--- src/rtl/sd_pkg.sv ---
// Shared SD CMD-line definitions: frame geometry, CRC7 polynomial, engine states.
package sd_pkg;

    localparam int unsigned CMD_FRAME_LEN = 48;
    localparam int unsigned CMD_HDR_LEN   = 40;
    localparam int unsigned CNT_W         = 7;
    localparam logic [6:0]  CRC7_POLY     = 7'h09;

    localparam logic START_BIT   = 1'b0;
    localparam logic TX_BIT_HOST = 1'b1;
    localparam logic TX_BIT_CARD = 1'b0;
    localparam logic END_BIT     = 1'b1;

    typedef enum logic [1:0] {
        ST_IDLE,
        ST_RECV,
        ST_WAIT,
        ST_SEND
    } sd_state_e;

endpackage

--- src/rtl/sd_crc7.sv ---
// Serial CRC7 (x^7 + x^3 + 1), MSB-first data, clear has priority over enable.
module sd_crc7
    import sd_pkg::*;
(
    input  logic       clk_i,
    input  logic       rst_i,
    input  logic       clr_i,
    input  logic       en_i,
    input  logic       bit_i,
    output logic [6:0] crc_o
);

    logic [6:0] crc_q;
    logic [6:0] crc_d;
    logic       fb;

    always_comb begin
        crc_d = crc_q;
        fb    = bit_i ^ crc_q[6];
        if (clr_i) begin
            crc_d = '0;
        end else if (en_i) begin
            crc_d = {crc_q[5:0], 1'b0} ^ (fb ? CRC7_POLY : 7'h00);
        end
    end

    always_ff @(posedge clk_i) begin
        if (rst_i) begin
            crc_q <= '0;
        end else begin
            crc_q <= crc_d;
        end
    end

    assign crc_o = crc_q;

endmodule

--- src/rtl/sd_card_cmd.sv ---
// Card-side SD CMD engine: receives host command frames and sends card responses,
// with the SD clock oversampled in the iclk domain.
module sd_card_cmd
    import sd_pkg::*;
#(
    parameter int unsigned NCR_MIN = 2,
    parameter int unsigned NCR_MAX = 64
) (
    input  logic        iclk,
    input  logic        irst,
    input  logic        iclk_sd,
    input  logic        icmd_sd,
    output logic        ocmd_sd,
    output logic        ocmd_oe,
    output logic        ocmd_valid,
    output logic        ocmd_err,
    output logic [5:0]  ocmd_index,
    output logic [31:0] ocmd_arg,
    input  logic        iresp_start,
    input  logic [5:0]  iresp_index,
    input  logic [31:0] iresp_arg,
    output logic        oresp_done,
    output logic        obusy
);

    sd_state_e        state_q, state_d;
    logic             clk_q;
    logic [CNT_W-1:0] cnt_q, cnt_d, nxt_cnt;
    logic [44:0]      rx_q, rx_d;
    logic [39:0]      tx_q, tx_d;
    logic             req_q, req_d;
    logic             sd_q, sd_d;
    logic             oe_q, oe_d;
    logic             valid_q, valid_d;
    logic             err_q, err_d;
    logic             done_q, done_d;
    logic             busy_q, busy_d;
    logic [5:0]       index_q, index_d;
    logic [31:0]      arg_q, arg_d;
    logic             rise, fall;
    logic             crc_clr, crc_en, crc_bit;
    logic [6:0]       crc_w;

    assign rise    = iclk_sd & ~clk_q;
    assign fall    = ~iclk_sd & clk_q;
    assign nxt_cnt = cnt_q + CNT_W'(1);

    // One CRC instance serves both directions; RX and TX never overlap.
    sd_crc7 u_crc (
        .clk_i (iclk),
        .rst_i (irst),
        .clr_i (crc_clr),
        .en_i  (crc_en),
        .bit_i (crc_bit),
        .crc_o (crc_w)
    );

    always_comb begin
        state_d = state_q;
        cnt_d   = cnt_q;
        rx_d    = rx_q;
        tx_d    = tx_q;
        req_d   = req_q;
        sd_d    = sd_q;
        oe_d    = oe_q;
        valid_d = 1'b0;
        err_d   = 1'b0;
        done_d  = 1'b0;
        index_d = index_q;
        arg_d   = arg_q;
        crc_clr = 1'b0;
        crc_en  = 1'b0;
        crc_bit = icmd_sd;

        case (state_q)
            ST_IDLE: begin
                crc_clr = 1'b1;
                if (rise && (icmd_sd == START_BIT)) begin
                    state_d = ST_RECV;
                    cnt_d   = CNT_W'(1);
                    rx_d    = {rx_q[43:0], icmd_sd};
                end
            end
            ST_RECV: begin
                if (rise) begin
                    rx_d   = {rx_q[43:0], icmd_sd};
                    cnt_d  = nxt_cnt;
                    crc_en = (cnt_q < CNT_W'(CMD_HDR_LEN));
                    if ((cnt_q == CNT_W'(1)) && (icmd_sd != TX_BIT_HOST)) begin
                        state_d = ST_IDLE;
                    end else if (cnt_q == CNT_W'(CMD_FRAME_LEN - 1)) begin
                        // rx_q now holds frame bits 2..46; icmd_sd is the end bit
                        index_d = rx_q[44:39];
                        arg_d   = rx_q[38:7];
                        cnt_d   = '0;
                        if ((crc_w == rx_q[6:0]) && (icmd_sd == END_BIT)) begin
                            valid_d = 1'b1;
                            state_d = ST_WAIT;
                        end else begin
                            err_d   = 1'b1;
                            state_d = ST_IDLE;
                        end
                    end
                end
            end
            ST_WAIT: begin
                crc_clr = 1'b1;
                if (iresp_start && !req_q) begin
                    req_d = 1'b1;
                    tx_d  = {START_BIT, TX_BIT_CARD, iresp_index, iresp_arg};
                end
                if (fall) begin
                    cnt_d = nxt_cnt;
                    if (req_q && (nxt_cnt >= CNT_W'(NCR_MIN))) begin
                        state_d = ST_SEND;
                        oe_d    = 1'b1;
                        sd_d    = tx_q[39];
                        tx_d    = {tx_q[38:0], 1'b0};
                        cnt_d   = '0;
                        req_d   = 1'b0;
                    end else if (nxt_cnt >= CNT_W'(NCR_MAX)) begin
                        state_d = ST_IDLE;
                        cnt_d   = '0;
                        req_d   = 1'b0;
                    end
                end
            end
            ST_SEND: begin
                if (fall) begin
                    cnt_d = nxt_cnt;
                    if (cnt_q == CNT_W'(CMD_FRAME_LEN - 1)) begin
                        oe_d    = 1'b0;
                        sd_d    = 1'b1;
                        done_d  = 1'b1;
                        state_d = ST_IDLE;
                        cnt_d   = '0;
                    end else if (nxt_cnt < CNT_W'(CMD_HDR_LEN)) begin
                        sd_d    = tx_q[39];
                        tx_d    = {tx_q[38:0], 1'b0};
                        crc_en  = 1'b1;
                        crc_bit = tx_q[39];
                    end else if (nxt_cnt < CNT_W'(CMD_FRAME_LEN - 1)) begin
                        sd_d = crc_w[3'(CNT_W'(CMD_FRAME_LEN - 2) - nxt_cnt)];
                    end else begin
                        sd_d = END_BIT;
                    end
                end
            end
            default: begin
                state_d = ST_IDLE;
            end
        endcase
    end

    assign busy_d = (state_d != ST_IDLE);

    // SD clock sampler: tracks the line through reset so no false edge follows it.
    always_ff @(posedge iclk) begin
        clk_q <= iclk_sd;
    end

    always_ff @(posedge iclk) begin
        if (irst) begin
            state_q <= ST_IDLE;
            cnt_q   <= '0;
            rx_q    <= '0;
            tx_q    <= '0;
            req_q   <= 1'b0;
            sd_q    <= 1'b1;
            oe_q    <= 1'b0;
            valid_q <= 1'b0;
            err_q   <= 1'b0;
            done_q  <= 1'b0;
            busy_q  <= 1'b0;
            index_q <= '0;
            arg_q   <= '0;
        end else begin
            state_q <= state_d;
            cnt_q   <= cnt_d;
            rx_q    <= rx_d;
            tx_q    <= tx_d;
            req_q   <= req_d;
            sd_q    <= sd_d;
            oe_q    <= oe_d;
            valid_q <= valid_d;
            err_q   <= err_d;
            done_q  <= done_d;
            busy_q  <= busy_d;
            index_q <= index_d;
            arg_q   <= arg_d;
        end
    end

    assign ocmd_sd    = sd_q;
    assign ocmd_oe    = oe_q;
    assign ocmd_valid = valid_q;
    assign ocmd_err   = err_q;
    assign oresp_done = done_q;
    assign obusy      = busy_q;
    assign ocmd_index = index_q;
    assign ocmd_arg   = arg_q;

endmodule

--- config.mk ---
export PLATFORM = sky130hd
export DESIGN_NAME = sd_card_cmd
export DESIGN_NICKNAME = d
export VERILOG_FILES = /design/src/rtl/sd_pkg.sv /design/src/rtl/sd_crc7.sv /design/src/rtl/sd_card_cmd.sv
export SDC_FILE = /design/constraint.sdc
export NUM_CORES = 1
export LEC_CHECK = 0
export BUFFER_PORTS_ARGS = -buffer_cell sky130_fd_sc_hd__buf_2
export CAP_MARGIN = 5
export CORE_AREA = 2 2 118 120
export DETAILED_ROUTE_END_ITERATION = 10
export DIE_AREA = 0 0 120 122
export PLACE_DENSITY = 0.7
export SLEW_MARGIN = 20
export SYNTH_ARGS = -nofsm -noshare
export SYNTH_HDL_FRONTEND = slang
export SYNTH_SLANG_ARGS = --single-unit
--- constraint.sdc ---
create_clock -name iclk -period 3.38 [get_ports iclk]
set_input_delay 0.169 -clock iclk [delete_from_list [all_inputs] [get_ports iclk]]
set_output_delay 0.169 -clock iclk [all_outputs]
set_load 0.02 [all_outputs]
==> reports/metrics.cfg <==
[critical_path]
cp-end-kind = register
critPathMaxFanout = 40
worst-setup-path-type = reg2reg
cp_data_arrival_time_ns = 3.23
worstSetupStartpointType = register
required_ns = 3.67

[logic_synthesis]
synth_simple_gate_area_share_pct = 23.6
synth.area.mux_share_pct = 7.18
netlist_area_um2 = 6600
synth_seq_cells = 147
synthFlopType = dfxtp_1
synth_edf_count = 0
ys_seq_area_share_pct = 44.6
yosysWarnings = 0
syn_inst = 830
async_flop_share_pct = 0
synth_cell_type_count = 56
syn_avg_cell_area_um2 = 7.95
syn_nets = 876
synth_xor_area_share_pct = 1.99
synth_top_family_by_area = simple AND/OR/NAND/NOR gates
yosys.area_share.adder_pct = 0.569
synth_compound_area_share_pct = 17.2

[drt]
via_per_inst = 5.26
antenna_left = 0
drtIter0Drc = 443
drc = 0
met2_length_mm = 6.66
dr_wl_met3_um = 737
wl_per_cell_um = 13.4
dr.pass1.iters = 5
num_vias = 5716
wl_mm = 14.6
routed.top_layer = met4
wl_met1_mm = 6.96

[cts]
clock_path_buffers = 2
cts_made_buffers = 17
cts_setup_buffers = 0
cts_root_buf = clkbuf_16
clock_latency_ns = 0.42
htree_num_levels = 4
clkTransAtPathRegs_ns = 0.06
cts_sinks = 147
cts_tree = done

[sta]
max_slew_margin_pct = 49.1
grt_setup_unrepaired = false
worstMarginPinSlew_ns = 0.753
fin_setup_tns_ns = 0
hold_viol = 0
fin_skew_ns = 0.0108
min_period_ns = 2.93
min_period_over_period_pct = 86.7
finalSetupViolCount = 0
slew_viol_final = 0
clock.fmax_ghz = 0.341

[place]
io_buffers = 86
dpl_cell_area_um2 = 7130
dp_hpwl_mm = 9.51
gp_congestion = 0.975

[power]
peakVddDrop_mv = 0.313
power.density_nw_per_um2 = 492
p_leak_nw = 3.24
power_w = 0.00380

[hold_path]
hold_path_class = in2reg

[floorplan]
core-area_um2 = 13500
die-area_um2 = 14600
start_util_pct = 48.9
fp.dieW_um = 120
fp-row-count = 43
io-pin-count = 87
die_y_um = 122

[global_route]
grt_overflow = 0
antenna_found_initial = 0
grt_pass1_vias = 5153
grt_usage_pct = 20.4
grt_max_degree = 49
grt_pass1_wl_mm = 24.4

[finish]
num_antenna_cells = 0
areaGrowthSynthToFinish_pct = 17.1
final_area_um2 = 7730
fin_util_pct = 57.2
final_nets = 939
drive_gt1_share_pct = 16.2

[run_status]
outcome = finished clean

[job]
cap_violations = 0

[layout make-up]
type,instances,area (um2)
clock buffer,18,429
clock inverter,14,164
fill,1264,5770
inverter,10,37.5
multi-input combinational,614,3360
sequential,147,2940
tap,180,225
timing repair buffer,103,573
[final timing paths]
path	start	to	slack, ns	depth (start not counted)
setup reg to reg	cnt_q[0]	tx_q[9]	0.45	9
hold reg to reg	ocmd_arg[13]	ocmd_arg[13]	0.45	2
hold / removal	iresp_arg[0]	tx_q[0]	0.07	3
setup / recovery	cnt_q[0]	tx_q[9]	0.45	9
[Yosys cell counts, drive strengths merged (3+ instances only)]
master     n  share of area [%]
nand3b     4               0.45
nand3     10               0.95
inv       10               0.57
a31oi      9                1.1
a2bb2oi    3               0.40
nor3       3               0.23
nor4       4               0.38
buf       13                1.6
nand4      4               0.38
o31ai      3               0.34
dfxtp    147                 45
o21a       3               0.34
nand2    296                 17
o2bb2ai   36                4.8
mux2i     44                6.7
xnor2      6               0.80
xor2       9                1.2
nor2      28                1.6
and2       3               0.28
or3        4               0.38
nand2b     4               0.38
a21oi     94                7.1
o21ai      5               0.38
clkbuf    46                2.7
nor2b      6               0.57
ha         3               0.57
[critical path, stage by stage, from the launching register on]
cell	delay (ns)
dfxtp_1	0.56
inv_1	0.15
ha_1	0.45
nor2b_1	0.17
o211ai_1	0.13
or4_4	0.48
a31oi_4	0.23
buf_12	0.29
mux2i_1	0.25
o2bb2ai_1	0.09
[placed cells by master (no fill, tap or decap), types with 3 or more instances in the layout]
cell type / netlist / routed
nor2_1: 28 / 26
mux2i_1: 44 / 44
a2bb2oi_1: 3 / 3
o31ai_1: 3 / 3
or3_1: 4 / 4
nand2_1: 296 / 296
nand3_1: 9 / 9
clkbuf_16: 0 / 17
inv_1: 10 / 10
nand3b_1: 4 / 4
ha_1: 3 / 3
buf_4: 2 / 15
and2_1: 3 / 3
nand2b_1: 4 / 4
nor2b_1: 6 / 5
xor2_1: 9 / 9
o2bb2ai_1: 36 / 36
nor4_1: 4 / 4
dfxtp_1: 147 / 147
a21oi_1: 94 / 94
o21ai_0: 3 / 3
nor3_1: 3 / 3
inv_6: 0 / 6
buf_2: 6 / 86
nand4_1: 4 / 4
xnor2_1: 6 / 6
o21a_1: 3 / 3
a31oi_1: 8 / 8
[what timing repair did]
item / CTS / global route
hold buffers: 1 / 0
gates resized for setup: 0 / 0
endpoints found under the hold margin: 1 / 0
[metal layers]
layer	up-vias	GRT usage, %
met4	0	8.31
met5	-	0
li1	2941	-
met2	135	33.2
met1	2620	26.2
met3	20	4.87
[registers in the layout, indices dropped and copies added (netlist names), 2 cells and up]
| signal | flops |
|---|---|
| cnt_q | 7 |
| ocmd_arg | 32 |
| ocmd_index | 6 |
| rx_q | 45 |
| state_q | 2 |
| tx_q | 40 |
| u_crc.crc_o | 7 |
[through the flow]
step	cells	worst slack, ns	hold slack (ns)
after floorplan	830	0.696	0.197
after global placement	1053	0.520	0.316
after detailed placement	1053	0.489	0.321
after CTS	1086	0.457	0.0462
after global routing	1086	0.241	0.0858
final	1086	0.448	0.0683
[cells by family (layout without fill, tap and decap cells)]
logic type,after synthesis,in the layout
muxes,46,46
buffers and inverters,69,145
AOI/OAI and AO/OA,175,175
and+or+nand+nor,375,375
adders and majority gates,3,3
DFF,147,147
xor gates and xnor gates,15,15
[report_power, final]
group	switching [W]	internal (W)
Combinational	0.000106	0.0000566
Clock	0.000789	0.00111
Sequential	0.00000360	0.00173
Total	0.000899	0.00290
(Power assumes the default switching activity.)
